===== src/rtl/multi_com_tracker.sv =====
// rtl/multi_com_tracker.sv - multi-channel centre-of-mass tracker with shared sequential divider
module multi_com_tracker #(
  parameter int CHANNELS  = 2,
  parameter int H_WIDTH   = 11,
  parameter int V_WIDTH   = 10,
  parameter int MIN_COUNT = 16
) (
  input  logic                          clk_in,
  input  logic                          rst_in,
  input  logic [H_WIDTH-1:0]            x_in,
  input  logic [V_WIDTH-1:0]            y_in,
  input  logic                          valid_in,
  input  logic [CHANNELS-1:0]           mask_in,
  input  logic                          tabulate_in,
  output logic [CHANNELS*H_WIDTH-1:0]   x_com_out,
  output logic [CHANNELS*V_WIDTH-1:0]   y_com_out,
  output logic [CHANNELS-1:0]           found_out,
  output logic                          valid_out,
  output logic                          busy_out,
  output logic                          dropped_out
);
  localparam int CW   = H_WIDTH + V_WIDTH;
  localparam int DW_X = CW + H_WIDTH;
  localparam int DW_Y = CW + V_WIDTH;
  localparam int DWM  = (DW_X > DW_Y) ? DW_X : DW_Y;
  localparam int QW   = (H_WIDTH > V_WIDTH) ? H_WIDTH : V_WIDTH;
  localparam int DCW  = $clog2(DWM);
  localparam int KW   = (CHANNELS > 1) ? $clog2(CHANNELS) : 1;

  typedef enum logic [2:0] {ACCUM, SETUP, DIV_X, DIV_Y, NEXT, DONE} state_t;

  state_t                     state_q, state_d;
  logic [KW-1:0]              k_q, k_d;
  logic [CW-1:0]              cnt_q [CHANNELS], cnt_d [CHANNELS];
  logic [DW_X-1:0]            sx_q [CHANNELS], sx_d [CHANNELS];
  logic [DW_Y-1:0]            sy_q [CHANNELS], sy_d [CHANNELS];
  logic [CW-1:0]              hcnt_q [CHANNELS], hcnt_d [CHANNELS];
  logic [DW_X-1:0]            hsx_q [CHANNELS], hsx_d [CHANNELS];
  logic [DW_Y-1:0]            hsy_q [CHANNELS], hsy_d [CHANNELS];
  logic [H_WIDTH-1:0]         resx_q [CHANNELS], resx_d [CHANNELS];
  logic [V_WIDTH-1:0]         resy_q [CHANNELS], resy_d [CHANNELS];
  logic [CHANNELS-1:0]        resf_q, resf_d;
  logic [DWM-1:0]             dvd_q, dvd_d;
  logic [CW-1:0]              rem_q, rem_d, dvs_q, dvs_d;
  logic [QW-1:0]              quo_q, quo_d;
  logic [DCW-1:0]             dcnt_q, dcnt_d;
  logic [CHANNELS*H_WIDTH-1:0] xcom_q, xcom_d;
  logic [CHANNELS*V_WIDTH-1:0] ycom_q, ycom_d;
  logic [CHANNELS-1:0]        found_q, found_d;
  logic                       valid_q, valid_d, dropped_q, dropped_d;

  logic [CW:0]                trial, dvs_ext, diff;
  logic                       qbit;
  logic [CW-1:0]              rem_step;
  logic [QW-1:0]              quo_step;
  logic                       busy;

  // Result cycle counts as busy so a strobe there is reported as dropped.
  assign busy = (state_q != ACCUM) || valid_q;

  // Live accumulators: any strobe clears them, a same-cycle pixel lands in the new frame.
  always_comb begin
    for (int i = 0; i < CHANNELS; i++) begin
      cnt_d[i] = tabulate_in ? '0 : cnt_q[i];
      sx_d[i]  = tabulate_in ? '0 : sx_q[i];
      sy_d[i]  = tabulate_in ? '0 : sy_q[i];
      if (valid_in && mask_in[i]) begin
        cnt_d[i] = cnt_d[i] + CW'(1);
        sx_d[i]  = sx_d[i] + DW_X'(x_in);
        sy_d[i]  = sy_d[i] + DW_Y'(y_in);
      end
    end
  end

  // One restoring-division step: shift in the next dividend bit, subtract if it fits.
  always_comb begin
    trial    = {rem_q, dvd_q[DWM-1]};
    dvs_ext  = {1'b0, dvs_q};
    diff     = trial - dvs_ext;
    qbit     = (trial >= dvs_ext);
    rem_step = qbit ? CW'(diff) : CW'(trial);
    quo_step = (quo_q << 1) | QW'(qbit);
  end

  // Control FSM: snapshot, walk channels through the shared divider, publish together.
  always_comb begin
    state_d   = state_q;
    k_d       = k_q;
    hcnt_d    = hcnt_q;
    hsx_d     = hsx_q;
    hsy_d     = hsy_q;
    resx_d    = resx_q;
    resy_d    = resy_q;
    resf_d    = resf_q;
    dvd_d     = dvd_q;
    rem_d     = rem_q;
    dvs_d     = dvs_q;
    quo_d     = quo_q;
    dcnt_d    = dcnt_q;
    xcom_d    = xcom_q;
    ycom_d    = ycom_q;
    found_d   = found_q;
    valid_d   = 1'b0;
    dropped_d = tabulate_in && busy;
    case (state_q)
      ACCUM: begin
        if (tabulate_in && !busy) begin
          hcnt_d  = cnt_q;
          hsx_d   = sx_q;
          hsy_d   = sy_q;
          k_d     = '0;
          state_d = SETUP;
        end
      end
      SETUP: begin
        if (hcnt_q[k_q] < CW'(MIN_COUNT)) begin
          resf_d[k_q] = 1'b0;
          state_d     = NEXT;
        end else begin
          resf_d[k_q] = 1'b1;
          dvs_d       = hcnt_q[k_q];
          dvd_d       = DWM'(hsx_q[k_q]) << (DWM - DW_X);
          rem_d       = '0;
          quo_d       = '0;
          dcnt_d      = DCW'(DW_X - 1);
          state_d     = DIV_X;
        end
      end
      DIV_X: begin
        dvd_d  = dvd_q << 1;
        rem_d  = rem_step;
        quo_d  = quo_step;
        dcnt_d = dcnt_q - DCW'(1);
        if (dcnt_q == '0) begin
          resx_d[k_q] = quo_step[H_WIDTH-1:0];
          dvd_d       = DWM'(hsy_q[k_q]) << (DWM - DW_Y);
          rem_d       = '0;
          quo_d       = '0;
          dcnt_d      = DCW'(DW_Y - 1);
          state_d     = DIV_Y;
        end
      end
      DIV_Y: begin
        dvd_d  = dvd_q << 1;
        rem_d  = rem_step;
        quo_d  = quo_step;
        dcnt_d = dcnt_q - DCW'(1);
        if (dcnt_q == '0) begin
          resy_d[k_q] = quo_step[V_WIDTH-1:0];
          state_d     = NEXT;
        end
      end
      NEXT: begin
        if (k_q == KW'(CHANNELS - 1)) begin
          state_d = DONE;
        end else begin
          k_d     = k_q + KW'(1);
          state_d = SETUP;
        end
      end
      DONE: begin
        for (int i = 0; i < CHANNELS; i++) begin
          if (resf_q[i]) begin
            xcom_d[i*H_WIDTH +: H_WIDTH] = resx_q[i];
            ycom_d[i*V_WIDTH +: V_WIDTH] = resy_q[i];
          end
        end
        found_d = resf_q;
        valid_d = 1'b1;
        state_d = ACCUM;
      end
      default: state_d = ACCUM;
    endcase
  end

  // State and datapath registers with asynchronous reset.
  always_ff @(posedge clk_in or posedge rst_in) begin
    if (rst_in) begin
      state_q   <= ACCUM;
      k_q       <= '0;
      for (int i = 0; i < CHANNELS; i++) begin
        cnt_q[i]  <= '0;
        sx_q[i]   <= '0;
        sy_q[i]   <= '0;
        hcnt_q[i] <= '0;
        hsx_q[i]  <= '0;
        hsy_q[i]  <= '0;
        resx_q[i] <= '0;
        resy_q[i] <= '0;
      end
      resf_q    <= '0;
      dvd_q     <= '0;
      rem_q     <= '0;
      dvs_q     <= '0;
      quo_q     <= '0;
      dcnt_q    <= '0;
      xcom_q    <= '0;
      ycom_q    <= '0;
      found_q   <= '0;
      valid_q   <= 1'b0;
      dropped_q <= 1'b0;
    end else begin
      state_q   <= state_d;
      k_q       <= k_d;
      cnt_q     <= cnt_d;
      sx_q      <= sx_d;
      sy_q      <= sy_d;
      hcnt_q    <= hcnt_d;
      hsx_q     <= hsx_d;
      hsy_q     <= hsy_d;
      resx_q    <= resx_d;
      resy_q    <= resy_d;
      resf_q    <= resf_d;
      dvd_q     <= dvd_d;
      rem_q     <= rem_d;
      dvs_q     <= dvs_d;
      quo_q     <= quo_d;
      dcnt_q    <= dcnt_d;
      xcom_q    <= xcom_d;
      ycom_q    <= ycom_d;
      found_q   <= found_d;
      valid_q   <= valid_d;
      dropped_q <= dropped_d;
    end
  end

  assign x_com_out   = xcom_q;
  assign y_com_out   = ycom_q;
  assign found_out   = found_q;
  assign valid_out   = valid_q;
  assign busy_out    = busy;
  assign dropped_out = dropped_q;
endmodule

===== config.mk =====
export PLATFORM = sky130hd
export DESIGN_NAME = multi_com_tracker
export DESIGN_NICKNAME = d
export VERILOG_FILES = /design/src/rtl/multi_com_tracker.sv
export SDC_FILE = /design/constraint.sdc
export NUM_CORES = 1
export LEC_CHECK = 0
export BUFFER_PORTS_ARGS = -buffer_cell sky130_fd_sc_hd__buf_2
export CORE_ASPECT_RATIO = 1.75
export CORE_MARGIN = 2
export CORE_UTILIZATION = 50
export CTS_CLUSTER_DIAMETER = 30
export DETAILED_ROUTE_END_ITERATION = 6
export PLACE_DENSITY = 0.62
export RECOVER_POWER = 100
export SLEW_MARGIN = 5
export SYNTH_ARGS = -nofsm -noshare
export SYNTH_HDL_FRONTEND = slang
export SYNTH_SLANG_ARGS = --single-unit

===== constraint.sdc =====
create_clock -name clk_in -period 17.84 [get_ports clk_in]
set_input_delay 0 -clock clk_in [delete_from_list [all_inputs] [get_ports clk_in]]
set_output_delay 0 -clock clk_in [all_outputs]
set_load 0.03 [all_outputs]

# Word level (Yosys, flattened, before mapping)

Cells that the tools add are included.

Add/sub/neg operators: 9
$mul: 0
Div/mod/pow operators: 0
Order comparisons: 6
Eq/ne operators: 9
Shifts and indexed selects: 0
Muxes and demuxes: 53
Bitwise operators: 6
Reductions and logical operators: 22

Operators by type and width:

| kind                    | number |
|---|---|
| $mux W32                | 9 |
| $mux W31                | 7 |
| $mux W21                | 10 |
| $pmux W32 S3            | 1 |
| $add A32 B11 Y32        | 2 |
| $pmux W21 S3            | 1 |
| $add A31 B10 Y31        | 2 |
| $add A21 B1 Y21 const B | 2 |
| $mux W10                | 3 |
| $pmux W10 S3            | 1 |
| $bwmux W22              | 1 |
| $ge A22 B21 Y1          | 1 |
| $lt A21 B5 Y1 const B   | 1 |
| $sub A21 B21 Y21        | 1 |
| $bwmux W20              | 1 |
| $reduce_and A2 Y1       | 8 |
| $mux W3                 | 5 |
| $pmux W3 S5             | 1 |
| $pmux W5 S3             | 1 |
| $demux W11 S1           | 1 |
| $mux W11                | 1 |
| $or A11 B1 Y11          | 1 |
| $demux W10 S1           | 1 |
| $mux W5                 | 2 |
| 27 further kinds        | 41 |

Flip-flop bits (word level): 519
Latch bits: 0
RAM bits: 0
Bits in read-only memories: 0
Input port bits: 27
Output and inout bits: 47
Logic and storage cells: 136
Memories: 0

# Depth between registers and ports, before layout

Depth after elaboration: 7
Gate-level depth with buffers: 14
Mapped depth without buffers: 11

# Worst setup path before layout

Ideal clock, no wire load.

Kind: input to register
Start: input tabulate_in
End: register sx_q[20] (netlist bit)
Setup time: 0.078 ns
Data arrival time: 2.969 ns
Required time: 17.762 ns
Path slack: 14.793 ns
Stages: 14
Buffers on the path: 5
Path through: clkbuf_1 > clkbuf_1 > buf_2 > buf_1 > nor2b_1 > ha_1 > a2111oi_2 > o21ai_1 > a31o_2 > a21oi_1 > o31a_1 > buf_2 > o21ai_0 > a21oi_1

RTL lines:

| element                       | RTL line | RTL |
|---|---|---|
| start, declared               | 14       | `input logic tabulate_in,` |
| end signal, assigned by index | 183      | `sx_q[i] <= '0;` |
| end signal, assigned          | 206      | `sx_q <= sx_d;` |
| end, declared                 | 35       | `logic [DW_X-1:0] sx_q [CHANNELS], sx_d [CHANNELS];` |

# Worst setup path in the final report

Start: input tabulate_in
End: register hsx_q[29] (netlist bit)

Word-level cells in the longest chain between the ends: 2

RTL lines:

| element                            | RTL line | RTL |
|---|---|---|
| $logic_and A1 B1 Y1                | 107      | `if (tabulate_in && !busy) begin` |
| $reduce_and A2 Y1 (no source line) | --       |  |
| end signal, assigned               | 209      | `hsx_q <= hsx_d;` |
| end, declared                      | 38       | `logic [DW_X-1:0] hsx_q [CHANNELS], hsx_d [CHANNELS];` |

Every way passes these cells.
A chain may end at the register's enable or synchronous reset.

==> impl_metrics.toml <==
[status]
status = "finished with violations"
violations = "capacitance limit, slew limit"

[sta]
slew_headroom = -3.01
final.min_clock_period_ns = 8.81
whs_ns = 0.302
maxSlewViolCount = 1197
worst_slew_pin_slew_ns = 5.98
finalCritPeriodShare = 0.494
setup-violations-final = 0
hold_violations = 0
tns_ns = 0
max_freq_ghz = 0.113
final.setup_skew_ns = 0.0257
rsz0062_at_grt = "no"

[worst_setup_path]
crit_path_end_kind = "flop"
path_delay_family = "buffers and inverters"
critPathKind = "input pin to flop"
cp.buffers_inverters = 4
slowest_stage = "clkbuf_1"
cp_max_fo = 85
worstPathRequired_ns = 18.36
crit_chain = "dlygate4sd3_1, clkbuf_1, and2_2, clkbuf_1, clkbuf_1, nand2_1, nand2_1"
arrival_ns = 9.33
cp_common_cell = "clkbuf_1"
start_kind = "input pin"
max_stage_delay_ns = 2.94

[logic_synthesis]
synth_xor_xnor_area_share = 0.0495
synth_top_family_by_area = "simple AND/OR/NAND/NOR gates"
synthAdderAreaFrac = 0.0363
synth_cell_types = 87
synth-main-ff-cell = "dfrtp_1"
yosys_warnings = 0
syn_inst = 2649
synth.mux.area_fraction = 0.0635
synth_edf_count = 0
synth_compound_area_frac = 0.102
syn_area_per_cell_sq_um = 9.62
syn_area_sq_mm = 0.0255
yosys_register_bits = 519
synth-async-reset-ratio = 1.00
ys_seq_area_frac = 0.510
syn_nets = 2747
synth-simple-area-share = 0.208

[global_route]
grt_start_max_net_pins = 171
grt_pass1_vias = 20100
grt_util_all_layers = 0.255
grt_pass1_wl_microns = 106000
grt-ovfl-total = 0
antenna_found_initial = 0

[placed_design]
dp_hpwl_microns = 43800
portBuffers = 73
gp_congestion = 0.848

[finish]
diodes = 0
syn_to_final_growth_pct = 15.0
num-nets-final = 2819
drive_above_1_share = 0.101

[drt]
drtAntennaViolNets = 0
detail_route.iter0.violations = 1152
vias_per_cell = 5.57
dr.pass1.iters = 5
routed_wl_microns = 65500
drc = 0
wl_per_cell_microns = 19.0
num_vias = 19200

[pwr]
pwr_density_cell_mw_per_mm2 = 140
leakagePower_nw = 13.8
vdd_drop_max_uv = 91.7

[job]
cap_viol_max_count = 19

[floorplan]
row_count = 109
core_sq_mm = 0.0505
ios = 74
initial_utilization = 0.505
die-area_sq_mm = 0.0529
fp.dieW_microns = 175
die_h_microns = 303

[clock_tree]
clock_latency_ns = 0.62
cts_root_buf = "clkbuf_16"
cts.sinks = 519
cts.clk_slew.worst_paths_ns = 0.05
cts_max_path_buffers = 3
cts_buffers = 81
htree_levels = 3
cts_resized = 0
tritoncts = "built"

[hold_path]
hold_path_class = "input pin to flop"
-- flip-flops by register name (all words and copies together) (netlist names), 2 cells and up, named ones only --
signal / cells
resy_q: 20
y_com_out: 20
hcnt_q: 42
resx_q: 22
dvs_q: 21
dcnt_q: 5
dvd_q: 32
hsx_q: 64
sx_q: 64
cnt_q: 42
x_com_out: 22
hsy_q: 62
sy_q: 62
rem_q: 21
state_q: 3
quo_q: 10
found_out: 2
-- cell type report --
class	count	area [sq um]
Sequential cell	519	13000
Timing Repair Buffer	123	717
Multi-Input combinational cell	1944	11600
Clock buffer	93	2170
Inverter	52	196
Tap cell	666	833
Clock inverter	57	749
Fill cell	4479	21200
-- cells in the final DEF (no fill, tap or decap), types with 14 or more instances in the layout --
| master | netlist | routed |
|---|---|---|
| buf_2 | 31 | 25 |
| dlygate4sd3_1 | 0 | 29 |
| xnor2_1 | 98 | 98 |
| xor2_1 | 46 | 46 |
| nand2_1 | 693 | 692 |
| or3_1 | 27 | 28 |
| inv_1 | 52 | 51 |
| nand3_1 | 56 | 57 |
| nor2_1 | 129 | 128 |
| nand4_1 | 40 | 40 |
| a21o_1 | 19 | 19 |
| a21oi_1 | 98 | 99 |
| ha_1 | 66 | 66 |
| dfrtp_1 | 519 | 519 |
| inv_6 | 0 | 14 |
| nand2b_1 | 23 | 23 |
| nor3_1 | 25 | 26 |
| nor4_1 | 14 | 14 |
| mux2_2 | 86 | 86 |
| nor2b_1 | 83 | 83 |
| o21ai_0 | 124 | 156 |
| and3_1 | 17 | 17 |
| clkbuf_16 | 0 | 83 |
| mux2i_1 | 53 | 53 |
| a221oi_1 | 33 | 33 |
| clkbuf_1 | 82 | 65 |
-- power by group --
group	total, mW	leakage, nW	switching, mW	internal, mW
Combinational	1.01	5.27	0.675	0.335
Clock	1.68	1.41	0.611	1.07
Sequential	1.41	7.09	0.111	1.30
-- worst min-delay path, stage by stage --
cell	delay (ns)
dlygate4sd3_1	0.52
buf_2	0.11
ha_1	0.12
mux2_2	0.13
-- final timing paths --
kind	from	endpoint	slack, ns	depth (start not counted)
setup / recovery	tabulate_in	hsx_q[29]	9.03	7
hold / removal	y_in[0]	sy_q[0]	0.30	4
setup reg to reg	state_q[1]	hsx_q[29]	10.26	6
hold reg to reg	sy_q[6]	hsy_q[6]	0.44	2
max in group asynchronous	rst_in	hcnt_q[18]	10.57	5
min in group asynchronous	rst_in	hsy_q[51]	1.80	3
-- kinds of logic (layout without fill, tap and decap cells) --
logic type	after synthesis	count (layout)
AO/OA/AOI/OAI	411	411
XOR/XNOR	144	144
adder cells (fa/ha/maj)	71	71
buffers and inverters	186	325
flip-flops	519	519
multiplexers	147	147
AND/OR/NAND/NOR	1171	1171
-- per-layer routing --
layer,global-route usage,routed length [microns]
met1,0.274,24300
met2,0.481,35700
met3,0.0316,1900
met5,0,0
met4,0.142,3710
-- synth_stat cells (9+ instances only) --
master | n | area (sq um)
a21o_1 | 19 | 143
a21oi_1 | 98 | 490
a221oi_1 | 33 | 289
a22o_1 | 12 | 105
and2_1 | 9 | 56.3
and3_1 | 17 | 106
buf_1 | 12 | 45.0
buf_2 | 31 | 155
clkbuf_1 | 82 | 308
dfrtp_1 | 519 | 13000
ha_1 | 66 | 826
inv_1 | 52 | 195
mux2_2 | 86 | 968
mux2i_1 | 53 | 531
nand2_1 | 693 | 2600
nand2b_1 | 23 | 144
nand3_1 | 56 | 280
nand4_1 | 40 | 250
nor2_1 | 129 | 484
nor2b_1 | 83 | 519
nor3_1 | 25 | 125
nor3b_1 | 10 | 75.1
nor4_1 | 14 | 87.6
o21ai_0 | 124 | 621
o21ai_1 | 37 | 185
o21bai_1 | 10 | 75.1
o31ai_1 | 10 | 75.1
or3_1 | 27 | 169
xnor2_1 | 98 | 858
xor2_1 | 46 | 403
-- repair_timing --
action,4_1_cts,5_1_grt
hold buffers,29,0
buffers inserted,0,0
endpoints found under the hold margin,201,0
-- stage by stage --
| stage | instances | power (mW) | utilization | worst slack [ns] | instance area [sq um] |
|---|---|---|---|---|---|
| after global placement | 3275 | 2.43 | 0.522 | 14.19 | 26300 |
| final | 3454 | 4.10 | 0.581 | 9.03 | 29300 |
| after detailed placement | 3275 | 2.45 | 0.522 | 14.16 | 26300 |
| after floorplan | 2649 | 2.18 | - | 3.34 | 25500 |
| after global routing | 3454 | 4.31 | 0.581 | 8.25 | 29300 |
| after CTS | 3454 | 4.15 | 0.585 | 14.10 | 29500 |
Power figures use the tool's default switching activity.
